[config.mk]
export PLATFORM = sky130hd
export DESIGN_NAME = spi_target_regs_flat
export DESIGN_NICKNAME = d
export VERILOG_FILES = /design/src/rtl/spi_target_pkg.sv /design/src/rtl/spi_target_regs_if.sv /design/src/rtl/spi_target_sync.sv /design/src/rtl/spi_target_regs.sv /design/src/flat_wrapper.sv
export SDC_FILE = /design/constraint.sdc
export NUM_CORES = 1
export LEC_CHECK = 0
export CORE_MARGIN = 3
export CORE_UTILIZATION = 40
export CTS_CLUSTER_SIZE = 40
export DETAILED_ROUTE_END_ITERATION = 8
export PLACE_DENSITY = 0.7
export SKIP_LAST_GASP = 1
export SLEW_MARGIN = 25
export SYNTH_ARGS = -nofsm -noshare
export SYNTH_HDL_FRONTEND = slang
export SYNTH_SLANG_ARGS = --single-unit
[constraint.sdc]
create_clock -name clk -period 2.2 [get_ports clk]
set_input_delay 0.22 -clock clk [delete_from_list [all_inputs] [get_ports clk]]
set_output_delay 0.22 -clock clk [all_outputs]
set_load 0.02 [all_outputs]
[src/rtl/spi_target_pkg.sv]
// rtl/spi_target_pkg.sv - shared constants and FSM state encoding for the SPI register target
//
// Purpose: state codes for the frame FSM plus command/byte layout constants.
// Ports: none (package).

package spi_target_pkg;

  localparam int BYTE_W     = 8;
  localparam int CMD_RD_BIT = 7;

  typedef logic [2:0] state_t;

  localparam logic [2:0] ST_WAIT_SS = 3'd0;
  localparam logic [2:0] ST_IDLE    = 3'd1;
  localparam logic [2:0] ST_CMD     = 3'd2;
  localparam logic [2:0] ST_WRITE   = 3'd3;
  localparam logic [2:0] ST_READ    = 3'd4;

endpackage

[src/rtl/spi_target_regs_if.sv]
// rtl/spi_target_regs_if.sv - SPI pad and register-bus bundle for spi_target_regs
//
// Purpose: groups the SPI pins and the byte-wide register bus.
// Signals:
//   spi_sck/spi_ss/spi_mosi   initiator -> target pins
//   spi_miso/spi_miso_oe      target -> initiator data and pad enable
//   reg_addr/reg_wdata        register address and write data
//   reg_we/reg_re             1-clk write strobe / read request
//   reg_rdata                 read data, one clk after reg_re
//   busy                      frame in progress
// Modports: slave = the SPI target, master = the pads/register side.

interface spi_target_regs_if #(
  parameter int ADDR_W = 7
) ();
  import spi_target_pkg::*;

  logic              spi_sck;
  logic              spi_ss;
  logic              spi_mosi;
  logic              spi_miso;
  logic              spi_miso_oe;
  logic [ADDR_W-1:0] reg_addr;
  logic [BYTE_W-1:0] reg_wdata;
  logic              reg_we;
  logic              reg_re;
  logic [BYTE_W-1:0] reg_rdata;
  logic              busy;

  modport slave (
    input  spi_sck, spi_ss, spi_mosi, reg_rdata,
    output spi_miso, spi_miso_oe, reg_addr, reg_wdata, reg_we, reg_re, busy
  );

  modport master (
    output spi_sck, spi_ss, spi_mosi, reg_rdata,
    input  spi_miso, spi_miso_oe, reg_addr, reg_wdata, reg_we, reg_re, busy
  );

endinterface

[src/rtl/spi_target_sync.sv]
// rtl/spi_target_sync.sv - multi-flop synchronizer with rise/fall detect for one SPI pin
//
// Purpose: brings an asynchronous pad into the clk domain.
// Ports:
//   clk, rst      system clock, asynchronous active-high reset
//   i_d           raw pad input
//   o_level       synchronized level (last stage)
//   o_rise/o_fall 1-clk pulses from comparing the last two stages

module spi_target_sync #(
  parameter int   STAGES  = 2,
  parameter logic RST_VAL = 1'b0
) (
  input  logic clk,
  input  logic rst,
  input  logic i_d,
  output logic o_level,
  output logic o_rise,
  output logic o_fall
);

  // r_sync[0] is the first flop; r_sync[STAGES-1] is the oldest sample.
  logic [STAGES-1:0] r_sync;

  always_ff @(posedge clk or posedge rst) begin
    if (rst) begin
      r_sync <= {STAGES{RST_VAL}};
    end else begin
      r_sync <= {r_sync[STAGES-2:0], i_d};
    end
  end

  assign o_level = r_sync[STAGES-1];
  assign o_rise  =  r_sync[STAGES-2] & ~r_sync[STAGES-1];
  assign o_fall  = ~r_sync[STAGES-2] &  r_sync[STAGES-1];

endmodule

[src/rtl/spi_target_regs.sv]
// rtl/spi_target_regs.sv - SPI mode-0 target decoding command/data bytes onto a register bus
//
// Purpose: oversamples SCK/SS/MOSI in clk (>= 8x SCK), decodes a command byte
//   (bit7 = read, low bits = address) and following data bytes into reg_we
//   strobes or reg_re fetches whose data is shifted out on MISO.
// Ports:
//   clk, rst  system clock, asynchronous active-high reset
//   bus       spi_target_regs_if.slave (SPI pins + register bus)
// Build option: SPI_TARGET_AUTOINC_EN - when defined the address pointer
//   increments after every written byte / read fetch; otherwise it stays at
//   the command address for the whole frame.

module spi_target_regs
  import spi_target_pkg::*;
#(
  parameter int ADDR_W      = 7,
  parameter int SYNC_STAGES = 2
) (
  input  logic                  clk,
  input  logic                  rst,
  spi_target_regs_if.slave      bus
);

`ifdef SPI_TARGET_AUTOINC_EN
  localparam bit AUTOINC = 1'b1;
`else
  localparam bit AUTOINC = 1'b0;
`endif

  logic w_sck_level, w_sck_rise, w_sck_fall;
  logic w_ss_level,  w_ss_rise,  w_ss_fall;
  logic w_mosi,      w_mosi_rise, w_mosi_fall;
  logic w_unused;

  spi_target_sync #(.STAGES(SYNC_STAGES), .RST_VAL(1'b0)) u_sck_sync (
    .clk(clk), .rst(rst), .i_d(bus.spi_sck),
    .o_level(w_sck_level), .o_rise(w_sck_rise), .o_fall(w_sck_fall)
  );

  spi_target_sync #(.STAGES(SYNC_STAGES), .RST_VAL(1'b1)) u_ss_sync (
    .clk(clk), .rst(rst), .i_d(bus.spi_ss),
    .o_level(w_ss_level), .o_rise(w_ss_rise), .o_fall(w_ss_fall)
  );

  spi_target_sync #(.STAGES(SYNC_STAGES), .RST_VAL(1'b0)) u_mosi_sync (
    .clk(clk), .rst(rst), .i_d(bus.spi_mosi),
    .o_level(w_mosi), .o_rise(w_mosi_rise), .o_fall(w_mosi_fall)
  );

  assign w_unused = ^{w_sck_level, w_mosi_rise, w_mosi_fall};

  logic [2:0]          r_state;
  logic [2:0]          r_bitcnt;
  logic [BYTE_W-1:0]   r_rx;
  logic [BYTE_W-1:0]   r_tx;
  logic [ADDR_W-1:0]   r_ptr;
  logic [ADDR_W-1:0]   r_addr;
  logic [BYTE_W-1:0]   r_wdata;
  logic                r_we;
  logic                r_re;
  logic                r_load;
  logic                r_adv;
  logic [SYNC_STAGES-1:0] r_fill;

  logic              w_active;
  logic              w_ss_hi;
  logic              w_byte_done;
  logic              w_settled;
  logic [BYTE_W-1:0] w_byte;

  assign w_active = (r_state == ST_CMD) || (r_state == ST_WRITE) || (r_state == ST_READ);
  // An SS rise in the same clk as the 8th SCK rise must still abort the byte.
  assign w_ss_hi     = w_ss_level | w_ss_rise;
  assign w_byte_done = w_active && w_sck_rise && (r_bitcnt == 3'd7) && !w_ss_hi;
  assign w_byte      = {r_rx[BYTE_W-2:0], w_mosi};
  // The SS chain resets to "high"; WAIT_SS must not trust it until the chain
  // has been refilled from the pad, or a reset with SS held low would
  // immediately look like a fresh frame.
  assign w_settled   = r_fill[SYNC_STAGES-1];

  always_ff @(posedge clk or posedge rst) begin
    if (rst) begin
      r_state  <= ST_WAIT_SS;
      r_bitcnt <= '0;
      r_rx     <= '0;
      r_tx     <= '0;
      r_ptr    <= '0;
      r_addr   <= '0;
      r_wdata  <= '0;
      r_we     <= 1'b0;
      r_re     <= 1'b0;
      r_load   <= 1'b0;
      r_adv    <= 1'b0;
      r_fill   <= '0;
    end else begin
      r_fill <= {r_fill[SYNC_STAGES-2:0], 1'b1};
      r_we   <= 1'b0;
      r_re   <= 1'b0;
      // Fetch pipeline: reg_re cycle -> load cycle -> pointer advance.
      r_load <= r_re;
      r_adv  <= r_load;

      if (r_load) begin
        r_tx <= bus.reg_rdata;
      end else if (w_sck_fall && (r_state == ST_READ) && (r_bitcnt != 3'd0)) begin
        // The fall after a byte's last rise (count back at 0) is skipped so
        // the freshly loaded MSB survives until the next byte's first rise.
        r_tx <= {r_tx[BYTE_W-2:0], 1'b0};
      end

      if (r_adv && AUTOINC) begin
        r_ptr <= r_ptr + ADDR_W'(1);
      end

      if (w_ss_hi) begin
        r_bitcnt <= '0;
      end else if (w_active && w_sck_rise) begin
        r_bitcnt <= r_bitcnt + 3'd1;
        r_rx     <= w_byte;
      end

      case (r_state)
        ST_WAIT_SS: begin
          if (w_settled && w_ss_level) r_state <= ST_IDLE;
        end
        ST_IDLE: begin
          if (w_ss_fall) r_state <= ST_CMD;
        end
        default: begin
          if (w_ss_hi) begin
            r_state <= ST_IDLE;
          end else if (w_byte_done) begin
            case (r_state)
              ST_CMD: begin
                r_ptr <= w_byte[ADDR_W-1:0];
                if (w_byte[CMD_RD_BIT]) begin
                  r_state <= ST_READ;
                  r_re    <= 1'b1;
                  r_addr  <= w_byte[ADDR_W-1:0];
                end else begin
                  r_state <= ST_WRITE;
                end
              end
              ST_WRITE: begin
                r_we    <= 1'b1;
                r_wdata <= w_byte;
                r_addr  <= r_ptr;
                if (AUTOINC) r_ptr <= r_ptr + ADDR_W'(1);
              end
              ST_READ: begin
                r_re   <= 1'b1;
                r_addr <= r_ptr;
              end
              default: r_state <= ST_IDLE;
            endcase
          end
        end
      endcase
    end
  end

  assign bus.spi_miso    = (r_state == ST_READ) & r_tx[BYTE_W-1];
  assign bus.spi_miso_oe = ~w_ss_level & (r_state != ST_WAIT_SS);
  assign bus.busy        = ~w_ss_level & (r_state != ST_WAIT_SS);
  assign bus.reg_addr    = r_addr;
  assign bus.reg_wdata   = r_wdata;
  assign bus.reg_we      = r_we;
  assign bus.reg_re      = r_re;

endmodule
[src/flat_wrapper.sv]
// flat-port wrapper written by rule: the top's interface ports become plain ports
module spi_target_regs_flat import spi_target_pkg::*;
#(
  parameter int ADDR_W      = 7,
  parameter int SYNC_STAGES = 2
)
  (clk, rst, bus_spi_sck, bus_spi_ss, bus_spi_mosi, bus_reg_rdata, bus_spi_miso, bus_spi_miso_oe, bus_reg_addr, bus_reg_wdata, bus_reg_we, bus_reg_re, bus_busy);
  spi_target_regs_if #(.ADDR_W(ADDR_W)) bus_i ();
  input  logic clk;
  input  logic rst;
  input wire logic [$bits(bus_i.spi_sck)-1:0] bus_spi_sck;
  input wire logic [$bits(bus_i.spi_ss)-1:0] bus_spi_ss;
  input wire logic [$bits(bus_i.spi_mosi)-1:0] bus_spi_mosi;
  input wire logic [$bits(bus_i.reg_rdata)-1:0] bus_reg_rdata;
  output wire logic [$bits(bus_i.spi_miso)-1:0] bus_spi_miso;
  output wire logic [$bits(bus_i.spi_miso_oe)-1:0] bus_spi_miso_oe;
  output wire logic [$bits(bus_i.reg_addr)-1:0] bus_reg_addr;
  output wire logic [$bits(bus_i.reg_wdata)-1:0] bus_reg_wdata;
  output wire logic [$bits(bus_i.reg_we)-1:0] bus_reg_we;
  output wire logic [$bits(bus_i.reg_re)-1:0] bus_reg_re;
  output wire logic [$bits(bus_i.busy)-1:0] bus_busy;
  assign bus_i.spi_sck = bus_spi_sck;
  assign bus_i.spi_ss = bus_spi_ss;
  assign bus_i.spi_mosi = bus_spi_mosi;
  assign bus_i.reg_rdata = bus_reg_rdata;
  assign bus_spi_miso = bus_i.spi_miso;
  assign bus_spi_miso_oe = bus_i.spi_miso_oe;
  assign bus_reg_addr = bus_i.reg_addr;
  assign bus_reg_wdata = bus_i.reg_wdata;
  assign bus_reg_we = bus_i.reg_we;
  assign bus_reg_re = bus_i.reg_re;
  assign bus_busy = bus_i.busy;
  spi_target_regs #(.ADDR_W(ADDR_W), .SYNC_STAGES(SYNC_STAGES)) u_core (.clk(clk), .rst(rst), .bus(bus_i));
endmodule
==> impl_metrics.json <==
{
  "max_stage_delay_ns": 0.61,
  "critPathArrivalTime_ns": 1.90,
  "worst_clock_skew_ns": 0.01117,
  "drtIter0Drc": 67,
  "yosys.area_share.simple": 0.1043,
  "io_pins": 33,
  "ys_warn_count": 0,
  "async_flop_share": 1.000,
  "dp.cells": 289,
  "route.detailed.wl_per_inst_um": 14.07,
  "grt_overflow": 0,
  "synth-edff-count": 0,
  "slew_viol_final": 0,
  "crit_start": "u_core.r_state[0]$_DFFE_PP0P_",
  "setup_ws_ns": 0.08227,
  "fin_util": 0.5190,
  "grt_pass1_vias": 1446,
  "setup_tns_ns": 0,
  "area_growth_pct": 22.64,
  "fin_crit_sh": 0.9626,
  "synth_flop_cell": "dfrtp_1",
  "nets": 240,
  "coreArea_um2": 5642,
  "start_util": 0.4232,
  "crit_chain": "or3b_4 > nor2_1 > clkdlybuf4s50_1",
  "hold_viol_final": 0,
  "synth-compound-area-share": 0.05451,
  "worst-path-max-fanout": 8,
  "viasPerCell": 4.956,
  "cts_buffers": 5,
  "cts_tree": "done",
  "period_needed_ns": 2.118,
  "slowest_stage": "clkdlybuf4s50_1",
  "slew_headroom": 0.6464,
  "hold_path_class": "in2async",
  "max_slew.worst_pin.slew_ns": 0.5222,
  "portBuffers": 32,
  "postLayoutCellArea_um2": 2928,
  "clk_pin_slew_worst_paths_ns": 0.10,
  "ys_seq_elements": 54,
  "dpl_cell_area_um2": 2825,
  "synth.area.mux_share": 0.2201,
  "grt_pass1_wl_mm": 7.217,
  "avgSynthCellArea_um2": 12.83,
  "finalPower_mw": 2.191,
  "grt_util_all_layers": 0.1278,
  "drt_first_pass_iters": 4,
  "drt-total-wl_mm": 4.178,
  "fillers": 495,
  "synthCells": 186,
  "antenna_cells": 0,
  "worstReg2RegStart": "u_core.r_state[0]$_DFFE_PP0P_",
  "gp_congestion": 0.7601,
  "cts_root_buf": "clkbuf_8",
  "via_count": 1472,
  "leakage_nw": 1.381,
  "clock_latency_ns": 0.31,
  "fmax_ghz": 0.4722,
  "dieArea_um2": 6931,
  "pre_cts_ws_ns": 0.05887,
  "die_w_um": 83.26,
  "regArea_um2": 1354,
  "report.final.setup_viol": 0,
  "p_per_area_nw_per_um2": 748.3,
  "dp_hpwl_mm": 2.915,
  "antenna_left": 0,
  "cp-start-kind": "flop",
  "layout-drive-gt1-share": 0.2756,
  "maxCapViolCount": 0,
  "antenna_found_initial": 0,
  "cp-end-kind": "output port",
  "grt_max_degree": 35,
  "numClockSinks": 54,
  "cts.path.max_buffers": 2,
  "syn_nets": 202,
  "hold_buffers": 0,
  "remaining_drc_errors": 0,
  "rows": 27,
  "die_h_um": 83.26,
  "hold_ws_ns": 0.2359,
  "path_class": "reg2out",
  "yosysSeqAreaShare": 0.5671,
  "syn_area_um2": 2387,
  "synth_cell_types": 35,
  "synthXorXnorAreaFrac": 0.003669,
  "layout.cells.non_filler": 297,
  "rsz0062_at_grt": "false",
  "synthAdderAreaFrac": 0.01572,
  "status": "completed",
  "irDropWorstVdd_v": 0.0004511,
  "synth_top_family_by_area": "multiplexers",
  "cp.required_ns": 1.98,
  "multiInputGateArea_um2": 957.2,
  "htree_levels": 2
}
cells in the final DEF, fill, tap and decap left out, drive strengths merged, types with 6 or more instances in the layout:
cell | synthesis | final
clkdlybuf4s50 | 0 | 32
nor2 | 12 | 12
o21ai | 12 | 12
inv | 9 | 9
nand2 | 11 | 11
dfrtp | 52 | 52
mux2 | 36 | 36
clkbuf | 3 | 6
buf | 6 | 8
mux2i | 12 | 12
logic make-up (layout without fill, tap and decap cells):
family / Yosys count / count (layout)
buffers and inverters: 18 / 57
XOR/XNOR: 1 / 1
multiplexers: 48 / 48
AND/OR/NAND/NOR: 40 / 40
other: 1 / 1
flip-flops: 54 / 54
AO/OA/AOI/OAI: 21 / 21
adder cells (fa/ha/maj): 3 / 3
path summary, 6_finish.rpt:
path / to / slack, ns / cells past startpoint
min reg2reg: u_core.u_mosi_sync.r_sync[1]$_DFF_PP0_ / 0.36 / 0
min in group clk: u_core.u_ss_sync.r_sync[0]$_DFF_PP1_ / 0.31 / 1
max: bus_spi_miso / 0.08 / 3
max in group asynchronous: u_core.u_ss_sync.r_sync[0]$_DFF_PP1_ / 1.37 / 3
max reg2reg: u_core.r_tx[3]$_DFFE_PP0P_ / 0.15 / 4
min: u_core.r_tx[6]$_DFFE_PP0P_ / 0.24 / 2
report_power, final:
| group | internal [mW] | leakage, nW | switching (mW) |
|---|---|---|---|
| combinational | 0.239 | 0.645 | 0.269 |
| sequential | 1.05 | 0.685 | 0.0437 |
| clock | 0.260 | 0.0514 | 0.333 |
what timing repair did:
item,4_1_cts,5_1_grt
buffers inserted,0,0
endpoints found under the setup margin,1,0
resized for setup,1,0
flip-flops by register name, indices dropped and copies added, names as in the netlist, 2 cells and up:
name                       cells
u_core.bus.reg_wdata           8
u_core.r_tx                    8
u_core.bus.reg_addr            7
u_core.r_ptr                   7
u_core.r_rx                    7
u_core.r_bitcnt                3
u_core.r_state                 3
u_core.r_fill                  2
u_core.u_mosi_sync.r_sync      2
u_core.u_sck_sync.r_sync       2
u_core.u_ss_sync.r_sync        2
metal layers:
layer	vias to the layer above	part of all wire	GRT usage
li1	726	-	-
met1	710	0.50	0.1841
met2	29	0.44	0.1844
met3	7	0.038	0.03274
met4	0	0.018	0.04903
met5	-	0	0
synth_stat cells (2+ instances only):
cell      instances  area [um^2]
mux2_2           36        405.4
nand2b_1          3        18.77
o21ai_0           4        20.02
ha_1              3        37.54
o21ai_1           8        40.04
inv_1             9        33.78
dfstp_2           2        52.55
nand4_4           3        63.81
dfrtp_1          52         1301
mux2i_1          12        120.1
a21oi_1           4        20.02
nor3b_1           2        15.01
nand2_1          10        37.54
buf_2             3        15.01
buf_4             2        15.01
nor2_1           12        45.04
clkbuf_1          3        11.26
critical path: cells and delay by family, from the launching register on:
kind          cells  cell delay [ns]
simple gates      2             0.59
flops             1             0.39
buf+inv           1             0.61
cell type report:
class                           instances  area share
Sequential cell                        54      0.4624
Multi-Input combinational cell        114      0.3269
Timing Repair Buffer                   40      0.1342
Tap cell                               72     0.03077
Clock buffer                            6     0.02821
Inverter                                9     0.01154
Clock inverter                          2    0.005983
(Power assumes the default switching activity.)
